<file path="src/rtl/uart_report_sched.sv">
// rtl/uart_report_sched.sv - round-robin framer sharing one UART byte transmitter between report sources
// Optional checksum byte enabled by defining UART_REPORT_SCHED_CHKSUM_EN.
module uart_report_sched #(
  parameter int unsigned N_REQ    = 4,
  parameter logic [7:0]  HDR_BYTE = 8'hA5,
  parameter int unsigned BUSY_TO  = 16
) (
  input  logic                 CLK_SYS,
  input  logic                 CLK_RST,
  input  logic [N_REQ-1:0]     req,
  input  logic [32*N_REQ-1:0]  req_data,
  input  logic                 uart_tx_busy,
  output logic                 uart_en,
  output logic [7:0]           uart_din,
  output logic [2:0]           grant_id,
  output logic                 sched_busy,
  output logic [N_REQ-1:0]     req_ovf
);

  localparam int unsigned IW = (N_REQ > 1) ? $clog2(N_REQ) : 1;
  localparam int unsigned CW = $clog2(BUSY_TO) + 1;
`ifdef UART_REPORT_SCHED_CHKSUM_EN
  localparam logic [2:0] LAST_IDX = 3'd6;
`else
  localparam logic [2:0] LAST_IDX = 3'd5;
`endif

  typedef enum logic [1:0] {IDLE, SEND, WAIT_HI, WAIT_LO} state_t;

  state_t            state_q;
  logic [N_REQ-1:0]  pending_q, pending_d;
  logic [N_REQ-1:0]  req_ovf_q, req_ovf_d;
  logic [31:0]       slot_q [N_REQ];
  logic [31:0]       frame_data_q;
  logic [IW-1:0]     last_grant_q;
  logic [IW-1:0]     gnt_idx_d, cand_idx_d;
  int                cand_d;
  logic              gnt_vld_d, capture_d;
  logic [2:0]        grant_id_q, byte_idx_q, nxt_idx_d;
  logic [7:0]        uart_din_q, nxt_byte_d;
  logic              uart_en_q, sched_busy_q;
  logic [CW-1:0]     to_cnt_q;

  // Scan upward from last_grant+1; the lowest offset wins because it is visited last.
  always_comb begin
    gnt_vld_d  = 1'b0;
    gnt_idx_d  = '0;
    cand_d     = 0;
    cand_idx_d = '0;
    for (int k = int'(N_REQ); k >= 1; k--) begin
      cand_d     = (int'(last_grant_q) + k) % int'(N_REQ);
      cand_idx_d = IW'(cand_d);
      if (pending_q[cand_idx_d]) begin
        gnt_vld_d = 1'b1;
        gnt_idx_d = cand_idx_d;
      end
    end
  end

  assign capture_d = (state_q == IDLE) && gnt_vld_d;

  // A post that lands on the slot being captured refills it without counting as overflow.
  always_comb begin
    pending_d = pending_q;
    req_ovf_d = req & pending_q;
    if (capture_d) begin
      pending_d[gnt_idx_d] = 1'b0;
      req_ovf_d[gnt_idx_d] = 1'b0;
    end
    pending_d = pending_d | req;
  end

`ifdef UART_REPORT_SCHED_CHKSUM_EN
  logic [7:0] chksum_d;
  assign chksum_d = {5'b0, grant_id_q} ^ frame_data_q[31:24] ^ frame_data_q[23:16]
                  ^ frame_data_q[15:8] ^ frame_data_q[7:0];
`endif

  always_comb begin
    nxt_idx_d  = byte_idx_q + 3'd1;
    nxt_byte_d = HDR_BYTE;
    case (nxt_idx_d)
      3'd1:    nxt_byte_d = {5'b0, grant_id_q};
      3'd2:    nxt_byte_d = frame_data_q[31:24];
      3'd3:    nxt_byte_d = frame_data_q[23:16];
      3'd4:    nxt_byte_d = frame_data_q[15:8];
      3'd5:    nxt_byte_d = frame_data_q[7:0];
`ifdef UART_REPORT_SCHED_CHKSUM_EN
      3'd6:    nxt_byte_d = chksum_d;
`endif
      default: nxt_byte_d = HDR_BYTE;
    endcase
  end

  always_ff @(posedge CLK_SYS or posedge CLK_RST) begin
    if (CLK_RST) begin
      state_q      <= IDLE;
      pending_q    <= '0;
      req_ovf_q    <= '0;
      for (int i = 0; i < int'(N_REQ); i++) slot_q[i] <= '0;
      frame_data_q <= '0;
      last_grant_q <= IW'(N_REQ - 1);
      grant_id_q   <= '0;
      byte_idx_q   <= '0;
      uart_din_q   <= '0;
      uart_en_q    <= 1'b0;
      sched_busy_q <= 1'b0;
      to_cnt_q     <= '0;
    end else begin
      pending_q <= pending_d;
      req_ovf_q <= req_ovf_d;
      for (int i = 0; i < int'(N_REQ); i++) begin
        if (req[i]) slot_q[i] <= req_data[32*i +: 32];
      end
      uart_en_q <= 1'b0;
      // uart_en is raised on every transition into SEND, so it is high exactly during SEND.
      case (state_q)
        IDLE: begin
          if (gnt_vld_d) begin
            frame_data_q <= slot_q[gnt_idx_d];
            grant_id_q   <= 3'(gnt_idx_d);
            last_grant_q <= gnt_idx_d;
            sched_busy_q <= 1'b1;
            byte_idx_q   <= '0;
            uart_din_q   <= HDR_BYTE;
            uart_en_q    <= 1'b1;
            state_q      <= SEND;
          end
        end
        SEND: begin
          to_cnt_q <= CW'(1);
          state_q  <= WAIT_HI;
        end
        WAIT_HI: begin
          if (uart_tx_busy) begin
            state_q <= WAIT_LO;
          end else if (to_cnt_q == CW'(BUSY_TO - 1)) begin
            uart_en_q <= 1'b1;
            state_q   <= SEND;
          end else begin
            to_cnt_q <= to_cnt_q + CW'(1);
          end
        end
        WAIT_LO: begin
          if (!uart_tx_busy) begin
            if (byte_idx_q == LAST_IDX) begin
              sched_busy_q <= 1'b0;
              state_q      <= IDLE;
            end else begin
              byte_idx_q <= nxt_idx_d;
              uart_din_q <= nxt_byte_d;
              uart_en_q  <= 1'b1;
              state_q    <= SEND;
            end
          end
        end
        default: state_q <= IDLE;
      endcase
    end
  end

  assign uart_en    = uart_en_q;
  assign uart_din   = uart_din_q;
  assign grant_id   = grant_id_q;
  assign sched_busy = sched_busy_q;
  assign req_ovf    = req_ovf_q;

endmodule
</file>
<file path="config.mk">
export PLATFORM = sky130hd
export DESIGN_NAME = uart_report_sched
export DESIGN_NICKNAME = d
export VERILOG_FILES = /design/src/rtl/uart_report_sched.sv
export SDC_FILE = /design/constraint.sdc
export NUM_CORES = 1
export LEC_CHECK = 0
export CAP_MARGIN = 20
export CORE_ASPECT_RATIO = 1.1
export CORE_MARGIN = 10
export CORE_UTILIZATION = 45
export CTS_BUF_LIST = sky130_fd_sc_hd__clkbuf_8
export DETAILED_ROUTE_END_ITERATION = 10
export GPL_TIMING_DRIVEN = 0
export PLACE_DENSITY_LB_ADDON = 0.25
export REMOVE_ABC_BUFFERS = 1
export SYNTH_ARGS = -nofsm -noshare
export SYNTH_HDL_FRONTEND = slang
export SYNTH_SLANG_ARGS = --single-unit
</file>
<file path="constraint.sdc">
create_clock -name CLK_SYS -period 7.6 [get_ports CLK_SYS]
set_input_delay 1.14 -clock CLK_SYS [delete_from_list [all_inputs] [get_ports CLK_SYS]]
set_output_delay 1.14 -clock CLK_SYS [all_outputs]
set_load 0.1 [all_outputs]
</file>
---- Yosys cells after proc, flatten, opt, wreduce, memory -nomap -nowiden ----
Cells that the tools add are included.
storage, ports and cells
  register bits ........................... 192
  input bits .............................. 135
  output and inout bits ................... 17
  logic and storage cells ................. 112
operators by class
  $add $sub $neg .......................... 6
  order comparisons ....................... 7
  eq/ne operators ......................... 17
  muxes and demuxes ....................... 51
  bitwise gates (word level) .............. 6
  reductions and logical operators ........ 10
operators with widths
  cell                                                                   count
  32-bit binary-select mux with 2-bit select                             1
  32-bit 2-to-1 mux                                                      2
  8-bit one-hot mux with 5 select lines                                  1
  8-bit 2-to-1 mux                                                       3
  1-bit 2-to-1 mux                                                       18
  2-bit 2-to-1 mux                                                       8
  8-bit one-hot mux with 2 select lines                                  1
  2-bit by 3-bit < comparator with 1-bit output, second input constant   5
  4-bit bitwise AND                                                      3
  2-bit inequality test, second input constant                           6
  5-bit 2-to-1 mux                                                       2
  5-bit one-hot mux with 2 select lines                                  1
  3-bit equality test, second input constant                             3
  3-bit 2-to-1 mux                                                       3
  1-bit binary-select mux with 2-bit select                              4
  4-bit 2-to-1 mux                                                       2
  2-bit one-hot mux with 4 select lines                                  1
  4-bit AND reduction                                                    2
  3-bit by 2-bit equality test with 1-bit output, second input constant  2
  3-bit one-hot mux with 2 select lines                                  1
  3-bit AND reduction                                                    2
  5-bit by 1-bit adder with 5-bit output, second input constant          1
  5-bit by 4-bit equality test with 1-bit output, second input constant  1
  2-bit by 1-bit adder with 2-bit output, second input constant          2
  18 further kinds                                                       22

---- Longest topological paths before layout ----
Gate-level depths: netlist of run 1.
  word-level depth ........................ 15
  depth in mapped cells ................... 8
  depth with buffers taken out ............ 8

---- Worst setup path after synthesis of run 1 ----
No wires, ideal clock.
  kind .................................... input -> register
  from .................................... input req[0]
  to ...................................... register slot_q[107] in the netlist's numbering
  library setup time ...................... 0.125 ns
  data arrival time ....................... 2.047 ns
  required time ........................... 7.475 ns
  setup slack ............................. 5.428 ns
  cell stages on the path ................. 3
  cells stage by stage .................... clkbuf_1 > clkbuf_1 > mux2_2
RTL lines
  element                        line  text
  start, declared                10    input logic [N_REQ-1:0] req,
  end signal, assigned by index  113   if (req[i]) slot_q[i] <= req_data[32*i +: 32];
  end, declared                  33    logic [31:0] slot_q [N_REQ];
No word-level cell between the ends.

---- Final worst setup path of run 1 ----
  from .................................... register uart_din_q[5], in the netlist uart_din[5]
  to ...................................... output uart_din[5]
RTL lines
  element                 line  text
  start, declared         40    logic [7:0] uart_din_q, nxt_byte_d;
  start signal, assigned  151   uart_din_q <= nxt_byte_d;
  end, declared           14    output logic [7:0] uart_din,
No word-level cell between the ends.

==> run_results.csv, run 1 <==
group,metric,value,unit
clocking,cts_buffers,17,
synthesis,synth_top_area_share,56.6,%
synthesis,syn-cell-area,8400,sq um
power_and_ir_drop,p_leak,4.50,nW
place,place_hpwl,14600,um
timing,max_clock_freq,316,MHz
place,port_buffers,150,
timing,rsz0062_at_grt,"false",
synthesis,synth_cell_type_count,42,
routing,drt_iter0_markers,284,
clocking,clk_latency,0.46,ns
worst_setup_path,cp_num_buf_inv,1,
place,gp_congestion,0.789,
synthesis,async_flop_share,100,%
worst_setup_path,slowest_delay,1.17,ns
layout,multi_input_area,3350,sq um
timing,setup_viol,0,
clocking,cts_hold_buf,0,
clocking,cts_tree,"built",
worst_setup_path,critPathKind,"reg2out",
min_path,holdPathEnd,"frame_data_q[5]$_DFFE_PP0P_",
synthesis,yosysWarnings,0,
synthesis,synth.top_cells.by_count,"190 x dfrtp_1, 129 x mux2_2, 65 x mux2i_1, 51 x nand2_1, 32 x o221ai_1",
synthesis,synth_xor_area_share,0.104,%
worst_setup_path,critPathMaxFanout,2,
power_and_ir_drop,p_clk_share,19.4,%
floorplan,io_pins,152,
synthesis,synth.most_common_cell,"dfrtp_1",
layout,register_area,4810,sq um
routing,ant_nets,0,
layout,drive_gt1_share,22.9,%
worst_setup_path,critPathCaptureType,"primary output",
synthesis,synthSimpleGateAreaFrac,4.50,%
global_routing,grt_max_degree,136,
run_status,status,"completed",
floorplan,die_w,150,um
clocking,cts_resized,0,
worst_setup_path,reg2reg_to,"req_ovf[2]$_DFF_PP0_",
power_and_ir_drop,p_comb_share,40.3,%
min_path,min_from,"frame_data_q[5]$_DFFE_PP0P_",
timing,layout_min_cycle_time,3.17,ns
place,placed_cell_area,10100,sq um
floorplan,die_area,24500,sq um
synthesis,muxShareOfSynthArea,25.0,%
worst_setup_path,r2r_slack,4.60,ns
worst_setup_path,reg2reg_from,"pending_q[0]$_DFF_PP0_",
min_path,holdPathStages,2,
synthesis,synth.area.top_cells,"dfrtp_1 57%, mux2_2 17%, mux2i_1 7.7%, o221ai_1 3.3%, nand2_1 2.3%",
routing,drtPass1Iterations,4,
synthesis,ys_ff_latch,192,
power_and_ir_drop,p_int,2.10,mW
synthesis,synth_cells,639,
timing,worst_pin_slew,1.03,ns
power_and_ir_drop,cellPowerDensity,328,nW/um^2
routing,drc_errors,0,
layout,n_antenna_cell,0,
worst_setup_path,r2r_cells,5,
global_routing,grt_antenna_before_repair,0,
worst_setup_path,required,6.46,ns
layout,nets,910,
routing,vias_per_cell,5.52,
power_and_ir_drop,power.switching,1.34,mW
worst_setup_path,path_cells,"clkdlybuf4s50_1",
worst_setup_path,critPathTopFamily,"buffers and inverters",
synthesis,synth_top_family_by_area,"multiplexers",
clocking,clock_sinks,192,
clocking,clock_path_buffers,2,
layout,fillCellCount,1493,
global_routing,grt_pass1_vias,6315,
synthesis,synth_top_area_cell,"dfrtp_1",
routing,wl,21100,um
timing,hold_slack,0.498,ns
clocking,clk_pin_slew_worst_paths,0.09,ns
floorplan,die_height,163,um
clocking,root_buffer,"clkbuf_8",
synthesis,synth_edf_count,0,
routing,wl_per_cell,20.6,um
global_routing,grt_first_pass_wirelength,34100,um
clocking,htree_num_levels,4,
timing,hold_viol,0,
synthesis,synth_compound_area_share,8.94,%
global_routing,grt_usage,17.7,%
timing,relSlewSlack,31.0,%
synthesis,syn_avg_cell_area,13.1,sq um
clocking,cts_setup_buffers,0,
layout,syn2layout_area_growth,24.9,%
worst_setup_path,crit_arrival,2.03,ns
timing,slew_viol_final,0,
routing,vias,5643,
floorplan,row_count,52,
global_routing,overflow,0,
min_path,holdCritPathClass,"reg2reg",
job,maxCapViolations,0,
floorplan,core,18300,sq um
synthesis,yosysSeqAreaShare,57.2,%
timing,skew,0.0187,ns
worst_setup_path,cp_slowest_cell,"clkdlybuf4s50_1",
synthesis,synthAdderAreaFrac,1.04,%
synthesis,synthFlopType,"dfrtp_1",
power_and_ir_drop,p_sw_share,38.9,%
worst_setup_path,cp-start-kind,"register",
floorplan,start_util,45.8,%
timing,post-route-period-util,41.7,%
layout,finalInstanceArea,10500,sq um
power_and_ir_drop,p_seq_share,40.4,%
power_and_ir_drop,ir_drop,0.000304,V
==> worst reg2reg max path, delay by kind of cell (launching register included) <==
family | cells | cell delay (ns)
compound gates | 1 | 0.22
flops | 1 | 0.46
simple gates | 4 | 2.26
==> layout by cell type (no fill, tap or decap), types with 7 or more instances in the layout <==
| master | instances |
|---|---|
| nand2_1 | 51 |
| a22oi_1 | 7 |
| clkbuf_8 | 19 |
| a221oi_1 | 8 |
| o221ai_1 | 32 |
| o21ai_0 | 14 |
| ha_1 | 7 |
| mux2i_1 | 65 |
| mux2_2 | 129 |
| clkdlybuf4s50_1 | 146 |
| dfrtp_1 | 190 |
| nor2_1 | 15 |
| a21oi_1 | 21 |
| inv_1 | 10 |
==> how the worst max path moves through the flow <==
stage / endpoint / slack, ns / cells after the start / startpoint
floorplan: byte_idx_q[0]$_DFFE_PP0P_ / 1.24 / 1 / CLK_RST
global placement: slot_q[108]$_DFFE_PP0P_ / -0.90 / 2 / CLK_RST
detailed placement: req_ovf[2]$_DFF_PP0_ / 4.62 / 5 / pending_q[0]$_DFF_PP0_
CTS: grant_id[1] / 4.40 / 1 / grant_id[1]$_DFFE_PP0P_
global route: grant_id[1] / 4.36 / 1 / grant_id[1]$_DFFE_PP0P_
finish: uart_din[5] / 4.43 / 1 / uart_din[5]$_DFFE_PP0P_
==> sequential cells by signal (all words and copies together), names as in the netlist, 2 cells and up <==
register      flops
slot_q          128
frame_data_q     32
uart_din          8
to_cnt_q          5
pending_q         4
req_ovf           4
byte_idx_q        3
grant_id          2
last_grant_q      2
state_q           2
==> cell type report <==
class | count | share of cell area, %
well taps | 243 | 2.90
clock inverters | 12 | 1.24
multi-input cells | 392 | 31.9
flip-flops and latches | 192 | 45.8
repair buffers | 154 | 15.2
clock buffers | 19 | 2.49
inverters | 11 | 0.465
==> per-layer routing <==
metal | vias to the layer above | share of wire (%) | global-route usage (%) | wire length, um
met5 | - | 0 | 0 | 0
met4 | 0 | 1.2 | 4.73 | 246
met3 | 18 | 3.8 | 3.57 | 804
met2 | 121 | 54 | 31.6 | 11500
met1 | 2921 | 41 | 21.0 | 8560
li1 | 2583 | - | - | -
==> power by group through the flow <==
stage	clock network (mW)	logic [mW]	registers (mW)
2_1_floorplan	0	0.731	1.60
3_3_place_gp	0	1.35	1.39
3_5_place_dp	0	1.40	1.41
4_1_cts	0.684	1.40	1.39
5_1_grt	0.727	1.50	1.42
6_report	0.666	1.38	1.39
==> per-stage QoR <==
| stage | worst slack, ns | setup TNS [ns] | std cells | utilization (%) | total power, mW |
|---|---|---|---|---|---|
| after detailed placement | 4.62 | 0 | 992 | 55.1 | 2.80 |
| after CTS | 4.40 | 0 | 1023 | 57.2 | 3.48 |
| final | 4.43 | 0 | 1023 | 57.2 | 3.44 |
| after floorplan | 1.24 | 0 | 595 | - | 2.33 |
| after global routing | 4.36 | 0 | 1023 | 57.2 | 3.65 |
| after global placement | -0.898 | -168.52 | 988 | 54.4 | 2.74 |
==> kinds of logic (layout without fill, tap and decap cells) <==
family	after synthesis	after routing
adder cells (fa/ha/maj)	7	7
multiplexers	194	194
other	1	1
flip-flops	192	192
AND/OR/NAND/NOR	87	87
AO/OA/AOI/OAI	102	102
XOR/XNOR	1	1
buffers and inverters	55	196
Note: power is estimated with default switching activity, not from simulation.
==> inputs of run 2 (changes only) <==
Clock period 7.6 ns to 2.6 ns, I/O delays scaled along.
==> run 2 against run 1 <==
  * Worst setup slack got worse by 4.3 ns
  * Highest routed layer unchanged
  * Utilization up 0.27 points
  * First-iteration DRC count rose by 15%
  * Clock skew rose by 0.00076 ns
  * Largest cell class unchanged
  * Power grew to 2.9 times the previous value
  * Non-clock buffer count did not move
  * Register-to-register slack got worse by 4.5 ns
  * Sequential cell count stayed put
  * Count of clock-buffer cells in the layout is the same
  * Critical path depth up 4
==> run_results.csv, run 2 (synthesized netlist as in run 1, its figures left out) <==
group,metric,value,unit
layout,final_cell_mix,"190 x dfrtp_1, 146 x clkdlybuf4s50_1, 129 x mux2_2",
floorplan,die_height,163,um
floorplan,io_pins,152,
min_path,holdCritPathClass,"in2async",
layout,final_common_cell,"dfrtp_1",
timing,max_clock_freq,401,MHz
clocking,clk_latency,0.46,ns
routing,drtPass1Iterations,4,
routing,wl_per_cell,21.0,um
power_and_ir_drop,p_sw_share,39.1,%
clocking,htree_num_levels,4,
power_and_ir_drop,p_int,6.17,mW
floorplan,start_util,45.8,%
layout,nets,911,
floorplan,die_area,24500,sq um
timing,skew,0.0194,ns
power_and_ir_drop,ir_drop,0.000775,V
floorplan,row_count,52,
power_and_ir_drop,p_clk_share,19.2,%
power_and_ir_drop,p_leak,4.51,nW
worst_setup_path,path_cells,"nor4_2 > nand2b_4 > or2_4 > o21ai_0 > nor2_1",
worst_setup_path,crit_arrival,2.88,ns
layout,n_antenna_cell,0,
routing,ant_nets,0,
power_and_ir_drop,p_seq_share,40.1,%
global_routing,overflow,0,
power_and_ir_drop,power.switching,3.96,mW
global_routing,grt_pass1_vias,6314,
routing,drc_errors,0,
layout,syn2layout_area_growth,25.5,%
power_and_ir_drop,cellPowerDensity,960,nW/um^2
routing,drt_iter0_markers,326,
clocking,clock_path_buffers,2,
worst_setup_path,critPathTopFamily,"simple AND/OR/NAND/NOR gates",
global_routing,grt_max_degree,136,
timing,hold_slack,0.335,ns
worst_setup_path,required,2.99,ns
worst_setup_path,critPathMaxFanout,36,
global_routing,grt_usage,17.7,%
timing,hold_viol,0,
floorplan,core,18300,sq um
routing,wl,21500,um
clocking,clock_sinks,192,
timing,layout_min_cycle_time,2.49,ns
clocking,cts_buffers,17,
routing,vias_per_cell,5.52,
job,maxCapViolations,0,
worst_setup_path,cp_slowest_cell,"nor4_2",
timing,post-route-period-util,95.9,%
worst_setup_path,cp_num_buf_inv,0,
worst_setup_path,critPathCaptureType,"register",
floorplan,die_w,150,um
timing,setup_viol,0,
layout,drive_gt1_share,23.4,%
worst_setup_path,slowest_delay,0.67,ns
run_status,status,"completed",
routing,vias,5650,
timing,slew_viol_final,0,
place,port_buffers,150,
layout,top_register,"slot_q",
clocking,cts_tree,"built",
timing,fin_setup_tns,0,ns
global_routing,grt_first_pass_wirelength,34100,um
clocking,root_buffer,"clkbuf_8",
timing,relSlewSlack,31.0,%
worst_setup_path,reg2reg_from,"pending_q[0]$_DFF_PP0_",
place,place_hpwl,14600,um
timing,worst_pin_slew,1.03,ns
layout,largest_reg_flops,128,
place,gp_congestion,0.789,
worst_setup_path,cp-start-kind,"register",
clocking,clk_pin_slew_worst_paths,0.10,ns
power_and_ir_drop,p_comb_share,40.7,%
worst_setup_path,critPathKind,"reg2reg",
worst_setup_path,crit_start,"pending_q[0]$_DFF_PP0_",
global_routing,grt_antenna_before_repair,0,
==> run 2: layer usage <==
metal  GRT usage, %  routed length, um  up-vias
met3           3.57                793       21
li1               -                  -     2589
met1           21.1               8710     2928
met2           31.6              11700      112
met5              0                  0        -
met4           4.73                300        0
==> run 2: final timing paths <==
path | end | slack [ns] | depth (start not counted)
max in group asynchronous | frame_data_q[12]$_DFFE_PP0P_ | 1.27 | 3
worst max register to register | req_ovf[2]$_DFF_PP0_ | 0.11 | 5
worst max-delay path | req_ovf[2]$_DFF_PP0_ | 0.11 | 5
worst min register to register | frame_data_q[5]$_DFFE_PP0P_ | 0.50 | 2
worst min-delay path | req_ovf[1]$_DFF_PP0_ | 0.33 | 2
min in group CLK_SYS | frame_data_q[5]$_DFFE_PP0P_ | 0.50 | 2
==> run 2: final cells by class <==
type | instances | area, sq um
Timing Repair Buffer | 154 | 1590
Tap cell | 243 | 304
Sequential cell | 192 | 4810
Fill cell | 1488 | 7800
Clock buffer | 19 | 262
Inverter | 11 | 48.8
Clock inverter | 12 | 130
Multi-Input combinational cell | 393 | 3400
==> run 2: metrics by stage <==
| stage | util (%) | cells | worst slack [ns] | cell area [sq um] | power, mW |
|---|---|---|---|---|---|
| after floorplan | - | 595 | -3.01 | 8180 | 6.81 |
| after global placement | 54.4 | 988 | -5.15 | 9990 | 8.01 |
| after detailed placement | 55.1 | 992 | -0.384 | 10100 | 8.19 |
| after CTS | 57.3 | 1023 | 0.0918 | 10500 | 10.2 |
| after global routing | 57.5 | 1024 | -0.0134 | 10500 | 10.7 |
| final | 57.5 | 1024 | 0.107 | 10500 | 10.1 |
==> run 2: timing repair <==
| item | in CTS | in global routing |
|---|---|---|
| hold buffers | 0 | 0 |
| endpoints found under the setup margin | 40 | 36 |
| buffers inserted | 0 | 0 |
| gates resized for setup | 4 | 3 |
| pin swaps | 0 | 0 |
| cloned | 0 | 1 |
==> run 2: power groups by stage <==
| stage | logic (mW) | registers (mW) | clock network [mW] |
|---|---|---|---|
| final | 4.12 | 4.07 | 1.94 |
| after global placement | 3.94 | 4.07 | 0 |
| after floorplan | 2.14 | 4.67 | 0 |
| after global routing | 4.44 | 4.16 | 2.13 |
| after detailed placement | 4.08 | 4.11 | 0 |
| after CTS | 4.12 | 4.05 | 2.00 |
